--- config.mk ---
export PLATFORM = sky130hd
export DESIGN_NAME = keypad_scan
export DESIGN_NICKNAME = d
export VERILOG_FILES = /design/src/rtl/keypad_pkg.sv /design/src/rtl/sync_2ff.sv /design/src/rtl/keypad_scan.sv
export SDC_FILE = /design/constraint.sdc
export NUM_CORES = 1
export LEC_CHECK = 0
export ABC_AREA = 1
export BUFFER_PORTS_ARGS = -buffer_cell sky130_fd_sc_hd__buf_2
export CORE_AREA = 4 4 47 58
export DETAILED_ROUTE_END_ITERATION = 10
export DIE_AREA = 0 0 51 62
export GPL_ROUTABILITY_DRIVEN = 0
export GPL_TIMING_DRIVEN = 0
export PLACE_DENSITY = 0.84
export SLEW_MARGIN = 10
export SYNTH_ARGS = -nofsm -noshare
export SYNTH_HDL_FRONTEND = slang
export SYNTH_SLANG_ARGS = --single-unit
--- constraint.sdc ---
create_clock -name clk -period 3.3 [get_ports clk]
set_clock_uncertainty 0.15 [all_clocks]
set_input_delay 0.33 -clock clk [delete_from_list [all_inputs] [get_ports clk]]
set_output_delay 0.33 -clock clk [all_outputs]
set_load 0.03 [all_outputs]
--- src/rtl/keypad_pkg.sv ---
// Shared types and constants for the 4x4 matrix keypad scanner.
package keypad_pkg;

    typedef enum logic [1:0] {
        SCAN     = 2'd0,
        DEBOUNCE = 2'd1,
        HELD     = 2'd2,
        RELEASE  = 2'd3
    } state_e;

    localparam logic [3:0] COL_RESET = 4'b1110;
    localparam logic [3:0] ROWS_IDLE = 4'b1111;

    // Index of the lowest-numbered active-low row; 0 when none is low.
    function automatic logic [1:0] low_row_idx(input logic [3:0] rows);
        logic [1:0] idx;
        idx = 2'd0;
        for (int i = 3; i >= 0; i--) begin
            if (!rows[i]) idx = 2'(i);
        end
        return idx;
    endfunction

endpackage

--- src/rtl/sync_2ff.sv ---
// Two-flop synchronizer for the 4 keypad row lines, resets to all-ones (idle).
module sync_2ff (
    input  logic       clk,
    input  logic       rst_n,
    input  logic [3:0] d,
    output logic [3:0] q
);

    logic [3:0] meta_q, meta_d;
    logic [3:0] sync_q, sync_d;

    always_comb begin
        meta_d = d;
        sync_d = meta_q;
    end

    always_ff @(posedge clk or negedge rst_n) begin
        if (!rst_n) begin
            meta_q <= 4'hF;
            sync_q <= 4'hF;
        end else begin
            meta_q <= meta_d;
            sync_q <= sync_d;
        end
    end

    assign q = sync_q;

endmodule

--- src/rtl/keypad_scan.sv ---
// 4x4 keypad scanner: rotating active-low column strobe, row debounce, one event per press.
module keypad_scan
    import keypad_pkg::*;
#(
    parameter int unsigned DEBOUNCE_TICKS = 4
) (
    input  logic       clk,
    input  logic       rst_n,
    input  logic       en,
    input  logic [3:0] row,
    output logic [3:0] col,
    output logic [3:0] key_code,
    output logic       key_valid,
    output logic       key_down
);

    localparam int unsigned     CNT_W    = $clog2(DEBOUNCE_TICKS + 1);
    localparam logic [CNT_W-1:0] CNT_DONE = CNT_W'(DEBOUNCE_TICKS);
    localparam logic [CNT_W-1:0] CNT_ONE  = CNT_W'(1);
    localparam logic [CNT_W-1:0] CNT_MAX  = {CNT_W{1'b1}};

    logic [3:0]       row_s;
    state_e           state_q, state_d;
    logic [3:0]       col_q, col_d;
    logic [1:0]       col_idx_q, col_idx_d;
    logic [1:0]       row_idx_q, row_idx_d;
    logic [CNT_W-1:0] cnt_q, cnt_d;
    logic [3:0]       key_code_q, key_code_d;
    logic             key_valid_q, key_valid_d;
    logic             key_down_q, key_down_d;

    logic             row_bit;
    logic [CNT_W-1:0] cnt_inc;
    logic             adv_col, accept, release_done;

    sync_2ff u_sync (
        .clk   (clk),
        .rst_n (rst_n),
        .d     (row),
        .q     (row_s)
    );

    assign row_bit = row_s[row_idx_q];
    assign cnt_inc = (cnt_q == CNT_MAX) ? cnt_q : cnt_q + CNT_ONE;

    // Next-state, counter and output logic; nothing moves without an en tick.
    always_comb begin
        state_d      = state_q;
        col_d        = col_q;
        col_idx_d    = col_idx_q;
        row_idx_d    = row_idx_q;
        cnt_d        = cnt_q;
        key_code_d   = key_code_q;
        key_valid_d  = 1'b0;
        key_down_d   = key_down_q;
        adv_col      = 1'b0;
        accept       = 1'b0;
        release_done = 1'b0;

        if (en) begin
            unique case (state_q)
                SCAN: begin
                    if (row_s != ROWS_IDLE) begin
                        row_idx_d = low_row_idx(row_s);
                        cnt_d     = CNT_ONE;
                        if (DEBOUNCE_TICKS == 1) begin
                            accept  = 1'b1;
                            state_d = HELD;
                        end else begin
                            state_d = DEBOUNCE;
                        end
                    end else begin
                        adv_col = 1'b1;
                    end
                end
                DEBOUNCE: begin
                    if (!row_bit) begin
                        cnt_d = cnt_inc;
                        if (cnt_inc == CNT_DONE) begin
                            accept  = 1'b1;
                            state_d = HELD;
                        end
                    end else begin
                        adv_col = 1'b1;
                        state_d = SCAN;
                    end
                end
                HELD: begin
                    if (row_bit) begin
                        cnt_d = CNT_ONE;
                        if (DEBOUNCE_TICKS == 1) begin
                            release_done = 1'b1;
                            adv_col      = 1'b1;
                            state_d      = SCAN;
                        end else begin
                            state_d = RELEASE;
                        end
                    end
                end
                RELEASE: begin
                    if (row_bit) begin
                        cnt_d = cnt_inc;
                        if (cnt_inc == CNT_DONE) begin
                            release_done = 1'b1;
                            adv_col      = 1'b1;
                            state_d      = SCAN;
                        end
                    end else begin
                        state_d = HELD;
                    end
                end
                default: state_d = SCAN;
            endcase
        end

        if (adv_col) begin
            col_d     = {col_q[2:0], col_q[3]};
            col_idx_d = col_idx_q + 2'd1;
        end
        if (accept) begin
            key_code_d  = {row_idx_d, col_idx_q};
            key_valid_d = 1'b1;
            key_down_d  = 1'b1;
        end
        if (release_done) begin
            key_down_d = 1'b0;
        end
    end

    always_ff @(posedge clk or negedge rst_n) begin
        if (!rst_n) begin
            state_q     <= SCAN;
            col_q       <= COL_RESET;
            col_idx_q   <= 2'd0;
            row_idx_q   <= 2'd0;
            cnt_q       <= '0;
            key_code_q  <= 4'h0;
            key_valid_q <= 1'b0;
            key_down_q  <= 1'b0;
        end else begin
            state_q     <= state_d;
            col_q       <= col_d;
            col_idx_q   <= col_idx_d;
            row_idx_q   <= row_idx_d;
            cnt_q       <= cnt_d;
            key_code_q  <= key_code_d;
            key_valid_q <= key_valid_d;
            key_down_q  <= key_down_d;
        end
    end

    assign col       = col_q;
    assign key_code  = key_code_q;
    assign key_valid = key_valid_q;
    assign key_down  = key_down_q;

endmodule

==> run metrics <==
reg2reg path depth 9; post-synth top area share 0.3245; Worst R2R End col_idx_q[0]; Hold Path Class register to register; I/O Pins 17; CP startpoint kind register; Cell Rows 19; minimum clock period approximately 1.9 ns; post-CTS setup buffer count 0; Num CTS Buffers 3; Max Cap Viol 0; Peak Freq approximately 530 MHz; hold path start u_sync.meta_q[3]; Worst path most repeated cell nand2_1; vias in the first global route between 900 and 1,000; Pins Over Slew Limit 0; xor/xnor share of the synthesized area 0.007099; worst setup margin between 1 and 1.5 ns; status finished, final reports clean; chip width roughly 50 um; crit-path max cell delay approximately 0.43 ns; fin cells roughly 200; top cells by area, synth dfrtp_1 (32%), dfstp_2 (23%), nand2_1 (15%), nand3_1 (5.7%), inv_1 (4.6%); post-CTS resize count 0; Worst Path Max Fanout 7; Syn Inst Count 141; multiplexer share of the synthesized area 0; # nets final 175; Synth Net Count 149; Tot GR Track Use 0.1661; Hold Fails Final Rpt 0; placed insts roughly 190; post-synthesis sequential area ratio 0.5588; area of the multi-input gates roughly 470 um^2; Max Buffers Root-to-Sink 2; hold_buf cts 5; Area growth syn-to-layout 15.82%; Worst Hold End u_sync.q[3]; total grt overflow 0; FF+latch count, synth 27; Initial Utilization 0.5580; layout cells sized above 1 0.2651; PwrDens just under 800 nW/um^2; slowest CP cell dfrtp_1; CTS clock-pin slew for the worst setup and hold paths around 0.13 ns; RSZ-0062 raised after global routing false; 1st-pass router iterations 4; complex-gate fraction of the synthesized area 0.05071; setup slack, reg-to-reg ~1.4 ns; worst vdd ir ~0.64 mV; post-synthesis simple-gate area fraction 0.3114; setup tns final 0 ns; first-pass GRT wire length a little under 4 mm; critical path start-end classification register to register; diode count 0; Port Buffer Count 16; CTS tree yes; Root Buffer clkbuf_4; via count around 1,000; Critical Path End Type register; Cell Area, Synth roughly 1200 um^2; Fillers 182; DR iter-0 viols 16; largest family of logic cells by synthesized area simple AND/OR/NAND/NOR gates; CP Data Required Time 3.42 ns; die height 62 um; DP HPWL approximately 1.7 mm; Slew @ Worst Pin approximately 0.56 ns; wire per inst around 12 um; crit path cell chain ha_1 > or2_2 > nand3_1 > nor2_2 > nand2_1 > nand2_2 > nand2_1 > nand2_1 > nand2_1; Final period util 0.5674; drc violations 0; clk_lat worst skew 0.32 ns; area of the core 2211 um^2; Yosys top cell by area dfrtp_1; worst r2r src cnt_q[0]; Post-Place Worst Slack roughly 1.5 ns; leakage about 0.76 nW; distinct cell type count after synthesis 25; hold depth 0; Clock Sinks 27; Reg area approximately 690 um^2; routed vias/inst ~5.1; Yosys Warn Count 0; largest net degree at the start of global routing 28; final setup fails 0; Adder-Cell Fraction of Synth Area 0.01014; Mean Syn Cell Area a little under 9 um^2; H-tree depth 1; initial antenna violation count 0; Rel. slew slack 0.6285; area of the die between 3000 and 4000 um^2; final WL 2.316 mm; post-route ant nets 0; Data arrival, critical path 1.99 ns
==> layout make-up <==
cell class	count	area share
flip-flops and latches	27	0.4825
multi-input cells	95	0.3275
repair buffers	21	0.09107
inverters	17	0.04466
well taps	31	0.02715
clock buffers	4	0.01839
plain buffers	2	0.008757
==> metal layers <==
| metal | GRT usage | up-vias | wire (um) |
|---|---|---|---|
| met5 | 0 | - | 0 |
| met2 | 0.3223 | 21 | 1183 |
| met4 | 0.07308 | 0 | 36 |
| li1 | - | 492 | - |
| met3 | 0.02864 | 5 | 69 |
| met1 | 0.1767 | 478 | 1027 |
==> stage by stage <==
stage | total power, mW | cell area (um^2) | utilization | hold slack, ns
finish | 1.127 | 1429 | 0.6463 | 0.2164
floorplan | 0.8731 | 1234 | - | -0.1156
CTS | 1.135 | 1429 | 0.6463 | 0.2170
detailed placement | 0.9917 | 1353 | 0.6118 | 0.1988
global placement | 0.9617 | 1353 | 0.6118 | 0.1957
global route | 1.218 | 1429 | 0.6463 | 0.2222
==> worst max-delay path: cells and delay by family (launching register included) <==
kind	cells	cell delay (ns)
AND/OR/NAND/NOR	8	1.00
flip-flops	1	0.43
adder cells (fa/ha/maj)	1	0.25
==> cell families after synthesis <==
kind of cell / after synthesis
AO/OA/AOI/OAI: 11
AND/OR/NAND/NOR: 82
XOR/XNOR: 1
adder cells (fa/ha/maj): 1
buffers and inverters: 19
flip-flops: 27
==> report_power, final <==
group | switching (mW) | internal, mW | leakage [nW]
Clock | 0.0885 | 0.0473 | 0.0150
Sequential | 0.0696 | 0.423 | 0.316
Combinational | 0.333 | 0.166 | 0.428
Total | 0.491 | 0.636 | 0.758
==> worst max-delay path by stage <==
stage / from / end / slack (ns) / depth (start not counted)
5_1_grt: cnt_q[0] / key_code[2] / 1.25 / 9
6_report: cnt_q[0] / col_idx_q[0] / 1.43 / 9
4_1_cts: cnt_q[0] / col_idx_q[1] / 1.43 / 9
3_3_place_gp: cnt_q[0] / col_idx_q[1] / 1.51 / 9
2_1_floorplan: cnt_q[0] / col[0] / 1.62 / 9
3_5_place_dp: cnt_q[0] / col_idx_q[0] / 1.45 / 9
==> cells in the final DEF (no fill, tap or decap) <==
master | synthesis | final
nor2_1 | 7 | 7
xor2_1 | 1 | 1
inv_1 | 15 | 15
dlygate4sd3_1 | 0 | 5
o22ai_1 | 1 | 1
a21oi_2 | 1 | 1
buf_4 | 1 | 1
or2_2 | 1 | 1
o21ai_1 | 5 | 5
ha_1 | 1 | 1
nand3b_1 | 1 | 1
nand2_4 | 2 | 2
inv_2 | 2 | 2
clkbuf_4 | 0 | 3
nor2_2 | 2 | 2
dfrtp_1 | 16 | 16
nor3_4 | 1 | 1
nand3_1 | 14 | 14
nand2_1 | 49 | 49
and3_1 | 1 | 1
nand3_2 | 2 | 2
dfstp_2 | 11 | 11
nand4_1 | 1 | 1
a21boi_0 | 1 | 1
clkbuf_1 | 0 | 1
nand2_2 | 1 | 1
buf_2 | 1 | 17
o21ai_0 | 3 | 3
==> cell usage after synthesis, drive strengths merged <==
library cell  instances
a21boi                1
nor2                  9
and3                  1
a21oi                 1
ha                    1
dfrtp                16
nand4                 1
nand3                16
nor3                  1
buf                   2
nand3b                1
nand2                52
xor2                  1
o22ai                 1
or2                   1
o21ai                 8
inv                  17
dfstp                11
==> sequential cells by signal, indices dropped and copies added (netlist names), named ones only <==
signal and count:
col 4, key_code 4, u_sync.meta_q 4, u_sync.q 4, cnt_q 3, col_idx_q 2, row_idx_q 2, key_down 1
key_valid 1, state_q 1
Note: power is estimated with default switching activity, not from simulation.
